==> config.mk <==
export PLATFORM = sky130hd
export DESIGN_NAME = speck_out_buffer
export DESIGN_NICKNAME = d
export VERILOG_FILES = /design/src/rtl/speck_out_buffer.sv
export SDC_FILE = /design/constraint.sdc
export NUM_CORES = 1
export LEC_CHECK = 0
export CAP_MARGIN = 40
export CORE_MARGIN = 2
export CORE_UTILIZATION = 50
export DETAILED_ROUTE_END_ITERATION = 8
export PLACE_DENSITY = 0.8
export SYNTH_ARGS = -nofsm -noshare
export SYNTH_HDL_FRONTEND = slang
export SYNTH_SLANG_ARGS = --single-unit
==> constraint.sdc <==
create_clock -name clk -period 2.51 [get_ports clk]
set_input_delay 0.753 -clock clk [delete_from_list [all_inputs] [get_ports clk]]
set_output_delay 0.753 -clock clk [all_outputs]
set_load 0.005 [all_outputs]
==> src/rtl/speck_out_buffer.sv <==
// Output buffer for the Speck-64 datapath: queues 64-bit blocks and drains each
// as two 32-bit words (low word first, high word flagged last).
module speck_out_buffer #(
  parameter int DEPTH = 2,
  parameter int AW    = 1
) (
  input  logic        clk,
  input  logic        reset,
  input  logic        clr,
  input  logic [63:0] din,
  input  logic        din_valid,
  output logic        din_ready,
  output logic [31:0] dout,
  output logic        dout_valid,
  output logic        dout_last,
  input  logic        dout_ready,
  output logic [AW:0] count
);

  localparam logic [AW:0] FULL = (AW+1)'(DEPTH);

  logic [63:0]   r_mem [DEPTH];
  logic [AW-1:0] r_wp;
  logic [AW-1:0] r_rp;
  logic [AW:0]   r_cnt;
  logic          r_half;

  logic          w_push;
  logic          w_xfer;
  logic          w_pop;
  logic [63:0]   w_head;

  // A full buffer refuses input even if the head block drains this same cycle.
  assign din_ready  = (r_cnt != FULL) && reset;
  assign dout_valid = (r_cnt != '0);
  assign w_head     = r_mem[r_rp];
  assign dout       = r_half ? w_head[63:32] : w_head[31:0];
  assign dout_last  = dout_valid && r_half;
  assign count      = r_cnt;

  assign w_push = din_valid && din_ready;
  assign w_xfer = dout_valid && dout_ready;
  assign w_pop  = w_xfer && r_half;

  always_ff @(posedge clk or negedge reset) begin
    if (!reset) begin
      r_wp   <= '0;
      r_rp   <= '0;
      r_cnt  <= '0;
      r_half <= 1'b0;
    end else if (clr) begin
      r_wp   <= '0;
      r_rp   <= '0;
      r_cnt  <= '0;
      r_half <= 1'b0;
    end else begin
      if (w_push) r_wp <= r_wp + AW'(1);
      if (w_xfer) r_half <= ~r_half;
      if (w_pop)  r_rp <= r_rp + AW'(1);
      case ({w_push, w_pop})
        2'b10:   r_cnt <= r_cnt + (AW+1)'(1);
        2'b01:   r_cnt <= r_cnt - (AW+1)'(1);
        default: r_cnt <= r_cnt;
      endcase
    end
  end

  always_ff @(posedge clk or negedge reset) begin
    if (!reset) begin
      for (int i = 0; i < DEPTH; i++) r_mem[i] <= '0;
    end else if (!clr && w_push) begin
      r_mem[r_wp] <= din;
    end
  end

endmodule

# [After elaboration in Yosys (flattened, before gate mapping)]
# Cells that the tools add are included.
# Widths: inputs -> output; s select.
[totals] register_bits=133 input_bits=69 output_inout_bits=37 wordCells=47
[classes] addsub=4 order_cmp=3 n_eq_ne=3 mux=15 bitwise=3 n_reduce_logical=13
[ops] op="$mux 64" count=4
[ops] op="$bwmux 128" count=1
[ops] op="$demux 64 s1" count=1
[ops] op="$mux 32" count=1
[ops] op="$reduce_bool 2->1" count=4
[ops] op="$logic_and 1x1->1" count=7
[ops] op="$mux 1" count=6
[ops] op="$ge 2x2->1 const B" count=2
[ops] op="$not 1->2" count=2
[ops] op="$pmux 2 s2" count=1
[ops] op="$reduce_bool 3->1" count=1
[ops] op="$add 1x1->1 const B" count=2
[ops] op="$add 2x1->2 const B" count=1
[ops] op="$eq 2x1->1 const B" count=1
[ops] op="$eq 2x2->1 const B" count=1
[ops] op="$lt 2x1->1 const B" count=1
[ops] op="$mux 2" count=1
[ops] op="$ne 2x2->1 const B" count=1
[ops] op="$sub 2x1->2 const B" count=1
[ops] op="$logic_not 1->1" count=1
[ops] op="$not 1->1" count=1

# [Longest topological paths before layout]
# Gate-level depths: netlist of run 1.
[depth] word_depth=6 ltp_mapped=5 depth_no_buf=3

# [Worst setup path before layout of run 1]
# Ideal clock, no wire load.
[synth_timing] path_kind="reg-to-output" from="register r_rp" to="output port dout[0]" arrival_ns=1.328 t_required_ns=1.757 path_slack_ns=0.429 path_stages_with_launch=4 n_path_buf=2 cell_sequence="dfrtp_1 > buf_2 > buf_2 > mux4_2"
[synth_between] elab_chain_len=5
[synth_rtl] item="from (decl)" line_no="24" rtl="logic [AW-1:0] r_rp;"
[synth_rtl] item="from (signal assigned)" line_no="59" rtl="if (w_pop) r_rp <= r_rp + AW'(1);"
[synth_rtl] item="$not 1->2 (not written as such)" line_no="36" rtl="assign w_head = r_mem[r_rp];"
[synth_rtl] item="$mux 64 (not written as such) (3 in a row)" line_no="36"
[synth_rtl] item="$mux 32" line_no="37" rtl="assign dout = r_half ? w_head[63:32] : w_head[31:0];"
[synth_rtl] item="to (decl)" line_no="13" rtl="output logic [31:0] dout,"
# Every way passes these cells. The select of a mux whose other input is x is not followed.

# [Worst setup path after layout of run 1]
[layout_timing] from="register r_rp" to="output port dout[30]"
# The elaborated chain is that of the path after synthesis.

==> results of run 1 <==
## worst register-to-register path: cells and delay by family (launching register included)
kind	cells	cell delay (ps)
buf+inv	1	260
flops	1	450
mux	1	380
simple gates	2	410
## cell families after synthesis
kind of cell,after synthesis,synth area share
simple gates,20,0.0237
mux,160,0.369
flops,133,0.567
xor+xnor,1,0.00149
buf+inv,22,0.0305
compound gates,8,0.00768
## cell usage after synthesis
| cell type | n |
|---|---|
| a21o_1 | 1 |
| a21oi_1 | 2 |
| a31oi_1 | 2 |
| and2_1 | 1 |
| and2b_1 | 2 |
| and3b_1 | 1 |
| buf_1 | 1 |
| buf_2 | 5 |
| buf_4 | 2 |
| buf_6 | 11 |
| clkbuf_1 | 2 |
| dfrtp_1 | 133 |
| inv_1 | 1 |
| mux2_1 | 4 |
| mux2_2 | 123 |
| mux2_4 | 1 |
| mux4_2 | 32 |
| nand2_1 | 2 |
| nand2b_4 | 1 |
| nand3_1 | 5 |
| nand4_1 | 1 |
| nand4_4 | 1 |
| nand4b_1 | 1 |
| nor2_1 | 2 |
| nor2b_1 | 1 |
| o21ai_0 | 3 |
| or3_1 | 2 |
| xor2_1 | 1 |
## layout make-up
type	count	area, um2
timing repair buffer	130	1290
clock buffer	20	467
clock inverter	11	155
multi-input combinational	189	2360
inverter	1	3.75
fill	816	3630
tap	143	179
sequential	133	3330
## metrics by stage
| stage | hold slack (ps) | cells | instance area [um2] | setup WS (ps) | TNS (ps) |
|---|---|---|---|---|---|
| after floorplan | 457 | 344 | 5870 | 429 | 0 |
| after global placement | 473 | 585 | 7120 | 86.8 | 0 |
| after detailed placement | 480 | 586 | 7140 | 73.5 | 0 |
| after CTS | 264 | 628 | 7810 | -83.8 | -627 |
| after global routing | 272 | 627 | 7790 | -65.8 | -1050 |
| final | 273 | 627 | 7790 | -7.85 | -10.6 |
## state kept, by name (all words and copies together) (netlist names)
name	count
count	2
r_wp	1
r_half	1
r_mem	128
r_rp	1
## worst max-delay path by stage
stage	start	end	slack, ps
finish	r_rp	dout[30]	-8
global route	r_rp	dout[31]	-70
CTS	r_rp	dout[9]	-80
detailed placement	clr	r_mem[95]	70
global placement	clr	r_mem[120]	90
floorplan	r_rp	dout[0]	430
## where the power goes
part	total, uW	switching [uW]	internal [uW]	leakage, uW
Sequential	2910	249	2660	0.00163
Clock	2590	871	1720	0.000315
Combinational	1190	387	803	0.00144
## routing by layer
layer,GRT usage,vias up
li1,-,1547
met1,0.258,1804
met2,0.333,103
met3,0.0707,7
met4,0.0634,0
met5,0,-
## what timing repair did
item	4_1_cts	5_1_grt
buffers inserted	7	1
resized for setup	134	7
hold buffers	0	0
endpoints found under the setup margin	32	34
cloned	4	0
==> reports/qor.csv, run 1 <==
metric,value,unit
dieHeight,112,um
synth_top_area_share,0.567,
root_buffer,clkbuf_16,
cts.sinks,133,
rr_endpoint,r_mem[95],
relSlewSlack,0.637,
num_rows,39,
io_pins,106,
clockBufferDepth,2,
endpoint_kind,output port,
synth_area,0.00587,mm2
final_cell_mix,"dfrtp_1, mux2_2, clkdlybuf4s50_1",
worst-slew-pin-transition,545,ps
yosysWarnings,0,
hold_violations,0,
path_cells,"buf_4, buf_12, mux4_2, buf_2",
antenna_found_initial,0,
critical_path.top_delay_family,multiplexers,
drv_slew,0,
wl_met2,5970,um
antenna_left,0,
numCtsBuffers,17,
timing.reg2reg.setup_slack,880,ps
p_total,6690,uW
grt.total_usage,0.203,
synth.distinct_cells,28,
met1Wirelength,5150,um
yosys.area.top_type,dfrtp_1,
ys_top_cells_by_area,"dfrtp_1, mux2_2, mux4_2",
final_common_cell,dfrtp_1,
violations,negative setup slack,
dp_hpwl,7450,um
dr.max_layer_used,met4,
hold_path_class,primary input to asynchronous set/reset pin,
cts_tree,built,
grt_overflow,0,
nets,541,
r2r-start,count[0],
vias,3461,
finClkSkew,14.3,ps
grt_pass1_wl,19400,um
first_pass_iters,4,
setup_viol,2,
critPathRequiredTime,1760,ps
vias_per_cell,5.52,
cp.buffers_inverters,3,
p_per_area,859,mW/mm2
fin_crit_sh,1.00,
syn_area_per_cell,17.1,um2
worstPathArrival,1760,ps
clk_latency,420,ps
drt_iter0_drc,244,
rsz0062_at_grt,yes,
grt_pass1_vias,3781,
wire_per_inst,19.0,um
setup_slack,-7.85,ps
wl_met3,730,um
cp_max_fo,8,
outcome,"finished, violations left",
ys_seq_area_frac,0.567,
cp.depth,4,
ir_drop,0.680,mV
area_growth,32.8,%
maxCapViolations,0,
max_freq,397,MHz
power_leakage,0.00339,uW
slowest_delay,520,ps
fp.dieArea,0.0126,mm2
drt_wl_total,11900,um
final_util,0.682,
crit_type,flop to output port,
coreArea,0.0114,mm2
h-tree-depth,4,
grt_max_degree,59,
r2r_cells,4,
ys_seq_elements,133,
drc,0,
cp-start-kind,flop,
start_util,0.514,
min_period,2520,ps
die_width,112,um
num_antenna_cells,0,
postSynthCellCount,344,
gp_congestion,0.730,
critPathSlowestCell,mux4_2,
clk_pin_slew,60,ps
drive_above_1_share,0.519,
port_buffers,105,
syn_nets,413,
Note: power is estimated with default switching activity, not from simulation.
==> run 2, diff against run 1 <==
--- a/config.mk
+++ b/config.mk
@@ -5,6 +5,7 @@
 export SDC_FILE = /design/constraint.sdc
 export NUM_CORES = 1
 export LEC_CHECK = 0
+export ABC_CLOCK_PERIOD_IN_PS = 2510
 export CAP_MARGIN = 40
 export CORE_MARGIN = 2
 export CORE_UTILIZATION = 50
==> results of run 2 <==
The final DEF is identical to that of run 1; final timing and power are the same.
